### src/rtl/pong_pkg.sv
// pong_pkg: shared definitions for the pong ball datapath.
//   - ball_state_e : ball FSM encoding reported on the state output
//   - ARENA_* / SERVE_* : default arena bounds and serve position
//   - paddle_dir_y : vertical direction forced by a paddle-half contact
package pong_pkg;

  typedef enum logic [1:0] {
    ST_IDLE   = 2'd0,
    ST_MOVE   = 2'd1,
    ST_SCORED = 2'd2
  } ball_state_e;

  localparam int ARENA_X_MIN = 10;
  localparam int ARENA_X_MAX = 210;
  localparam int ARENA_Y_MIN = 175;
  localparam int ARENA_Y_MAX = 310;
  localparam int SERVE_X     = 20;
  localparam int SERVE_Y     = 240;

  // Top half pushes the ball up, bottom half down; touching both reverses it.
  function automatic logic paddle_dir_y(input logic [1:0] hit, input logic dir);
    logic res;
    case (hit)
      2'b10:   res = 1'b0;
      2'b01:   res = 1'b1;
      2'b11:   res = ~dir;
      default: res = dir;
    endcase
    return res;
  endfunction

endpackage

### src/rtl/axis_stepper.sv
// axis_stepper: one bounded step along a single axis.
//   pos/dir/step : current position, direction (1 = increasing), step size
//   min_pos/max_pos : inclusive bounds
//   next_pos     : stepped position, clamped to the bound that was reached
//   hit_bound    : the step reached or crossed the bound in the travel direction
module axis_stepper #(
  parameter int W      = 10,
  parameter int STEP_W = 3
) (
  input  logic [W-1:0]      pos,
  input  logic              dir,
  input  logic [STEP_W-1:0] step,
  input  logic [W-1:0]      min_pos,
  input  logic [W-1:0]      max_pos,
  output logic [W-1:0]      next_pos,
  output logic              hit_bound
);

  logic [W:0] pos_w_s;
  logic [W:0] step_w_s;
  logic [W:0] sum_w_s;
  logic [W:0] lim_w_s;

  // Step one bit wider than the coordinate; the decreasing test is
  // rearranged (pos <= min + step) so the subtraction can never underflow.
  always_comb begin
    pos_w_s  = {1'b0, pos};
    step_w_s = (W+1)'(step);
    if (dir) begin
      sum_w_s   = pos_w_s + step_w_s;
      lim_w_s   = {1'b0, max_pos};
      hit_bound = (sum_w_s >= lim_w_s);
    end else begin
      sum_w_s   = pos_w_s - step_w_s;
      lim_w_s   = {1'b0, min_pos};
      hit_bound = (pos_w_s <= (lim_w_s + step_w_s));
    end
    if (hit_bound) begin
      next_pos = lim_w_s[W-1:0];
    end else begin
      next_pos = sum_w_s[W-1:0];
    end
  end

endmodule

### src/rtl/ball_kinematics.sv
// ball_kinematics: pong ball position/direction/speed state machine.
//   clock, reset (async, active-high), tick (frame step strobe)
//   serve/serve_dir : launch request and initial X direction (1 = right)
//   hit_x           : paddle face contact; hit_y[1]/[0] top/bottom half contact
//   ball_x/ball_y, dir_x (1 = right), dir_y (1 = down), speed_x, state
//   miss_left/miss_right/bounce : single-cycle event pulses
// All outputs come straight from flops.
module ball_kinematics
  import pong_pkg::*;
#(
  parameter int X_W        = 10,
  parameter int Y_W        = 9,
  parameter int X_MIN      = ARENA_X_MIN,
  parameter int X_MAX      = ARENA_X_MAX,
  parameter int Y_MIN      = ARENA_Y_MIN,
  parameter int Y_MAX      = ARENA_Y_MAX,
  parameter int X_START    = SERVE_X,
  parameter int Y_START    = SERVE_Y,
  parameter int SPD_W      = 3,
  parameter int SPD_BASE   = 1,
  parameter int SPD_MAX    = 4,
  parameter int RALLY_STEP = 4,
  parameter int HOLD_TICKS = 30
) (
  input  logic             clock,
  input  logic             reset,
  input  logic             tick,
  input  logic             serve,
  input  logic             serve_dir,
  input  logic             hit_x,
  input  logic [1:0]       hit_y,
  output logic [X_W-1:0]   ball_x,
  output logic [Y_W-1:0]   ball_y,
  output logic             dir_x,
  output logic             dir_y,
  output logic [SPD_W-1:0] speed_x,
  output logic [1:0]       state,
  output logic             miss_left,
  output logic             miss_right,
  output logic             bounce
);

  localparam int RALLY_W = $clog2(RALLY_STEP + 1);
  localparam int HOLD_W  = $clog2(HOLD_TICKS + 1);

  localparam logic [X_W-1:0]     X_MIN_C    = X_W'(X_MIN);
  localparam logic [X_W-1:0]     X_MAX_C    = X_W'(X_MAX);
  localparam logic [Y_W-1:0]     Y_MIN_C    = Y_W'(Y_MIN);
  localparam logic [Y_W-1:0]     Y_MAX_C    = Y_W'(Y_MAX);
  localparam logic [X_W-1:0]     X_START_C  = X_W'(X_START);
  localparam logic [Y_W-1:0]     Y_START_C  = Y_W'(Y_START);
  localparam logic [SPD_W-1:0]   SPD_BASE_C = SPD_W'(SPD_BASE);
  localparam logic [SPD_W-1:0]   SPD_MAX_C  = SPD_W'(SPD_MAX);
  localparam logic [RALLY_W-1:0] RALLY_C    = RALLY_W'(RALLY_STEP);
  localparam logic [HOLD_W-1:0]  HOLD_LAST_C = HOLD_W'(HOLD_TICKS - 1);

  ball_state_e        state_q, state_d;
  logic [X_W-1:0]     x_q, x_d;
  logic [Y_W-1:0]     y_q, y_d;
  logic               dir_x_q, dir_x_d;
  logic               dir_y_q, dir_y_d;
  logic [SPD_W-1:0]   speed_q, speed_d;
  logic [RALLY_W-1:0] rally_q, rally_d;
  logic [HOLD_W-1:0]  hold_q, hold_d;
  logic               miss_left_q, miss_left_d;
  logic               miss_right_q, miss_right_d;
  logic               bounce_q, bounce_d;

  logic [X_W-1:0]     x_step_s;
  logic               x_hit_s;
  logic [Y_W-1:0]     y_step_s;
  logic               y_hit_s;
  logic [RALLY_W-1:0] rally_inc_s;

  axis_stepper #(.W(X_W), .STEP_W(SPD_W)) u_step_x (
    .pos       (x_q),
    .dir       (dir_x_q),
    .step      (speed_q),
    .min_pos   (X_MIN_C),
    .max_pos   (X_MAX_C),
    .next_pos  (x_step_s),
    .hit_bound (x_hit_s)
  );

  axis_stepper #(.W(Y_W), .STEP_W(1)) u_step_y (
    .pos       (y_q),
    .dir       (dir_y_q),
    .step      (1'b1),
    .min_pos   (Y_MIN_C),
    .max_pos   (Y_MAX_C),
    .next_pos  (y_step_s),
    .hit_bound (y_hit_s)
  );

  assign rally_inc_s = rally_q + RALLY_W'(1);

  // Next-state logic for the ball FSM and its datapath.
  always_comb begin
    state_d      = state_q;
    x_d          = x_q;
    y_d          = y_q;
    dir_x_d      = dir_x_q;
    dir_y_d      = dir_y_q;
    speed_d      = speed_q;
    rally_d      = rally_q;
    hold_d       = hold_q;
    miss_left_d  = 1'b0;
    miss_right_d = 1'b0;
    bounce_d     = 1'b0;
    case (state_q)
      ST_IDLE: begin
        // Serve does not wait for a tick.
        if (serve) begin
          state_d = ST_MOVE;
          dir_x_d = serve_dir;
          dir_y_d = 1'b1;
          speed_d = SPD_BASE_C;
          rally_d = {RALLY_W{1'b0}};
          hold_d  = {HOLD_W{1'b0}};
        end else begin
          state_d = ST_IDLE;
        end
      end
      ST_MOVE: begin
        if (tick) begin
          // Paddle-half contact steers Y and holds it for this tick.
          if (hit_y != 2'b00) begin
            dir_y_d = paddle_dir_y(hit_y, dir_y_q);
          end else if (y_hit_s) begin
            y_d      = y_step_s;
            dir_y_d  = ~dir_y_q;
            bounce_d = 1'b1;
          end else begin
            y_d = y_step_s;
          end
          // A paddle return outranks the miss test on the same tick.
          if (hit_x) begin
            dir_x_d  = ~dir_x_q;
            bounce_d = 1'b1;
            if (rally_inc_s == RALLY_C) begin
              rally_d = {RALLY_W{1'b0}};
              if (speed_q < SPD_MAX_C) begin
                speed_d = speed_q + SPD_W'(1);
              end else begin
                speed_d = speed_q;
              end
            end else begin
              rally_d = rally_inc_s;
            end
          end else if (x_hit_s) begin
            x_d          = x_step_s;
            state_d      = ST_SCORED;
            hold_d       = {HOLD_W{1'b0}};
            miss_left_d  = ~dir_x_q;
            miss_right_d = dir_x_q;
          end else begin
            x_d = x_step_s;
          end
        end else begin
          state_d = ST_MOVE;
        end
      end
      ST_SCORED: begin
        if (tick) begin
          if (hold_q == HOLD_LAST_C) begin
            state_d = ST_IDLE;
            x_d     = X_START_C;
            y_d     = Y_START_C;
            rally_d = {RALLY_W{1'b0}};
            hold_d  = {HOLD_W{1'b0}};
            speed_d = SPD_BASE_C;
          end else begin
            hold_d = hold_q + HOLD_W'(1);
          end
        end else begin
          state_d = ST_SCORED;
        end
      end
      default: begin
        state_d = ST_IDLE;
      end
    endcase
  end

  // State and output registers, cleared asynchronously.
  always_ff @(posedge clock or posedge reset) begin
    if (reset) begin
      state_q      <= ST_IDLE;
      x_q          <= X_START_C;
      y_q          <= Y_START_C;
      dir_x_q      <= 1'b1;
      dir_y_q      <= 1'b1;
      speed_q      <= SPD_BASE_C;
      rally_q      <= {RALLY_W{1'b0}};
      hold_q       <= {HOLD_W{1'b0}};
      miss_left_q  <= 1'b0;
      miss_right_q <= 1'b0;
      bounce_q     <= 1'b0;
    end else begin
      state_q      <= state_d;
      x_q          <= x_d;
      y_q          <= y_d;
      dir_x_q      <= dir_x_d;
      dir_y_q      <= dir_y_d;
      speed_q      <= speed_d;
      rally_q      <= rally_d;
      hold_q       <= hold_d;
      miss_left_q  <= miss_left_d;
      miss_right_q <= miss_right_d;
      bounce_q     <= bounce_d;
    end
  end

  assign ball_x     = x_q;
  assign ball_y     = y_q;
  assign dir_x      = dir_x_q;
  assign dir_y      = dir_y_q;
  assign speed_x    = speed_q;
  assign state      = state_q;
  assign miss_left  = miss_left_q;
  assign miss_right = miss_right_q;
  assign bounce     = bounce_q;

endmodule

### config.mk
export PLATFORM = sky130hd
export DESIGN_NAME = ball_kinematics
export DESIGN_NICKNAME = d
export VERILOG_FILES = /design/src/rtl/pong_pkg.sv /design/src/rtl/axis_stepper.sv /design/src/rtl/ball_kinematics.sv
export SDC_FILE = /design/constraint.sdc
export NUM_CORES = 1
export LEC_CHECK = 0
export BUFFER_PORTS_ARGS = -buffer_cell sky130_fd_sc_hd__clkbuf_2
export CAP_MARGIN = 10
export CORE_MARGIN = 4
export CORE_UTILIZATION = 55
export CTS_CLUSTER_SIZE = 40
export DETAILED_ROUTE_END_ITERATION = 12
export PLACE_DENSITY_LB_ADDON = 0.15
export SKIP_LAST_GASP = 1
export SYNTH_ARGS = -nofsm -noshare
export SYNTH_HDL_FRONTEND = slang
export SYNTH_SLANG_ARGS = --single-unit
### constraint.sdc
create_clock -name clock -period 9.09 [get_ports clock]
set_clock_uncertainty 0.15 [all_clocks]
set_input_delay 0.909 -clock clock [delete_from_list [all_inputs] [get_ports clock]]
set_output_delay 0.909 -clock clock [all_outputs]
set_load 0.005 [all_outputs]
==> reports/metrics.yaml <==
yosys:
  synth_xor_area_share_pct: 1.69
  ys_ff_latch: 37
  synth_top_family_by_area: "compound AO/OA/AOI/OAI gates"
  number_of_enable_flip_flop_cells_after_synthesis: 0
  yosys.area_share.simple_pct: 22.2
  seq_area_frac_synth_pct: 30.2
  yosys_warnings: 0
  commonest_register_cell_after_synthesis: "sky130_fd_sc_hd__dfrtp_1"
  synth_adder_area_share_pct: 8.54
  synthesized_netlist_cell_count: 376
  synth.cell_area_mm2: 0.00310
  synth-compound-area-share_pct: 29.0
  yosys-mux-area-fraction_pct: 3.43
  average_cell_area_after_synthesis_um2: 8.26
  postSynthNetCount: 404
  synth.lib_cells_used.distinct: 69
  async_set_or_reset_flop_fraction_in_the_synthesized_netlist_pct: 100
clock_tree:
  cts.repair_timing.setup_buffer_count: 0
  cts_resized: 0
  htree_levels: 2
  tritoncts: "built"
  clock_tree_buf_depth: 2
  cts_made_buffers: 5
  clk_pin_slew_ns: 0.08
  cts_root_buf: "sky130_fd_sc_hd__clkbuf_8"
  cts_num_sinks: 37
  clock_insertion_delay_worst_skew_ns: 0.29
  holdBufCountCts: 0
critical_path:
  crit_chain: "ha_1 -> inv_1 -> fa_1 -> or3_1 -> nor3_1 -> mux2_2 -> o32ai_2 -> a41oi_2 -> nand2_1 -> mux2_2"
  setup.worst_path.class: "reg -> reg"
  path_common_cell: "sky130_fd_sc_hd__mux2_2"
  worst_path_max_delay_cell: "sky130_fd_sc_hd__dfstp_2"
  timing.critical_path.required_ns: 9.12
  crit_path_capture_type: "flip-flop"
  crit_path_max_fanout: 6
  cp-start-kind: "flip-flop"
  cp_slowest_stage_delay_ns: 0.59
  worst-endpoint-arrival_ns: 3.53
detailed_routing:
  drc: 0
  drt_first_iter_violations: 236
  total_number_of_vias: 3024
  met2_wirelength_um: 3700
  post_drt_via_cell_ratio: 6.38
  wirelength_met1_um: 3550
  wire_length_per_cell_um: 16.6
  top_layer: "met4"
  drt-pass1-iter-count: 5
  route.antenna.remaining_nets: 0
  met3RoutedLength_um: 451
  route.final.wire_length_um: 7850
die:
  fp.dieW_um: 83.1
  core-area_mm2: 0.00551
  chipHeight_um: 83.1
  floorplan.initialDensity_pct: 56.4
  core.rowCount: 27
  ioPinCount: 37
  floorplan.die_area_mm2: 0.00691
finish:
  nNetsFinal: 429
  finalInstanceArea_mm2: 0.00342
  fillCellCount: 508
  mostFrequentLayoutCells: "36 x sky130_fd_sc_hd__clkbuf_2, 35 x sky130_fd_sc_hd__nand2_1, 34 x sky130_fd_sc_hd__nor2_1, 29 x sky130_fd_sc_hd__a21oi_1, 28 x sky130_fd_sc_hd__dfrtp_1"
  synth_to_final_area_change_pct: 10.2
  final_common_cell: "sky130_fd_sc_hd__clkbuf_2"
  area.sequential_um2: 937
  multiInputGateArea_mm2: 0.00201
  insertedDiodeCount: 0
  post_route_cells_drive_above_1_share_pct: 18.4
  post_layout_nonfiller_instances: 474
sta:
  timing.slew.headroom_pct: 45.5
  achievable_clock_frequency_mhz: 286
  final.setup.tns_ns: 0
  final_period_minus_worst_setup_slack_ns: 3.50
  worstMarginPinSlew_ns: 0.810
  tcrit_tclk_final_pct: 38.5
  finalSetupViolations: 0
  total_count_of_max_transition_violations_in_the_final_report: 0
  rsz_0062_raised_after_global_routing: "no"
  final-hold-violation-count: 0
power_and_ir_drop:
  power_density_mw_per_mm2: 336
  leakage_nw: 1.52
  worst_vdd_rail_ir_drop_uv: 169
place:
  buffer_ports.inserted: 36
  placed_cells_incl_taps: 466
  place_hpwl_um: 5700
  dpl-instance-area_mm2: 0.00330
  finalWeightedCongestion: 0.925
min_path:
  timing.hold.worst.class: "reg -> reg"
grt:
  grt_antenna_before_repair: 0
  grt_util_all_layers_pct: 23.0
  grt.overflow.total: 0
  vias_in_the_first_global_route: 2812
  maximum_number_of_pins_on_one_net_before_global_route_repair: 38
  grt_first_pass_wirelength_um: 13500
outcome:
  run_status: "finished, final reports clean"
job:
  max_cap_viol_count: 0
==> critical path: cells and delay by family (launching register included) <==
| family | cells | cell delay (ns) |
|---|---|---|
| fa+ha+maj | 2 | 0.61 |
| compound gates | 2 | 0.49 |
| mux | 2 | 0.72 |
| buf+inv | 1 | 0.05 |
| simple gates | 3 | 0.77 |
| flops | 1 | 0.59 |
==> synth_stat cells, drive strengths merged, types with 6 or more instances <==
cell type,instances,area (µm²)
nand2,35,131
nor2,35,134
a21oi,29,145
dfrtp,28,701
o21ai,27,135
ha,18,225
inv,18,67.6
clkbuf,13,48.8
nor3,12,60.1
nand3,11,55.1
dfstp,9,236
nand2b,8,50.1
o31ai,7,52.6
and3,6,37.5
buf,6,33.8
==> final timing paths <==
path                                         from                     end  slack [ns]  cells past startpoint
max reg2reg                speed_x[0]$_DFFE_PP1P_   hold_q[1]$_DFFE_PP0P_        5.59                     10
min                        rally_q[1]$_DFFE_PP0P_  rally_q[1]$_DFFE_PP0P_        0.37                      2
max in group asynchronous                   reset   ball_y[4]$_DFFE_PP1P_        7.87                      3
min reg2reg                rally_q[1]$_DFFE_PP0P_  rally_q[1]$_DFFE_PP0P_        0.37                      2
max                        speed_x[0]$_DFFE_PP1P_   hold_q[1]$_DFFE_PP0P_        5.59                     10
min in group asynchronous                   reset  rally_q[1]$_DFFE_PP0P_        0.55                      3
==> where the power goes <==
group,switching (mW),total (mW),internal [mW]
sequential,0.146,0.383,0.237
clock,0.0635,0.153,0.0893
combinational,0.339,0.614,0.275
total,0.548,1.15,0.602
==> cell type report <==
type | count | share of cell area [%]
multi-input cells | 301 | 58.9
well taps | 72 | 2.63
inverters | 19 | 2.09
clock inverters | 2 | 1.10
clock buffers | 6 | 2.41
repair buffers | 37 | 5.49
flip-flops and latches | 37 | 27.4
==> layer usage <==
layer / GRT usage [%] / vias to the layer above
met5: 0 / -
met4: 7.43 / 0
met3: 3.87 / 13
met2: 36.2 / 113
met1: 32.3 / 1452
li1: - / 1446
==> through the flow <==
step	hold WS [ns]	setup slack, ns	utilization (%)	power, mW
after global routing	0.408	5.42	62.1	1.25
after detailed placement	0.361	5.61	59.9	0.989
after CTS	0.379	5.60	62.1	1.15
after global placement	0.352	5.70	59.9	0.976
final	0.367	5.59	62.1	1.15
after floorplan	0.329	5.87	-	0.819
==> cells by family after synthesis <==
| logic type | Yosys count |
|---|---|
| AO/OA/AOI/OAI | 128 |
| XOR/XNOR | 6 |
| adder cells (fa/ha/maj) | 20 |
| buffers and inverters | 38 |
| flip-flops | 37 |
| multiplexers | 10 |
| AND/OR/NAND/NOR | 137 |
==> sequential cells by signal, indices dropped and copies added (netlist names) <==
name        flops
hold_q          5
ball_x         10
state           2
miss_left       1
miss_right      1
dir_y           1
bounce          1
dir_x           1
ball_y          9
speed_x         3
rally_q         3
No activity file was read; power rests on OpenSTA's default activity.
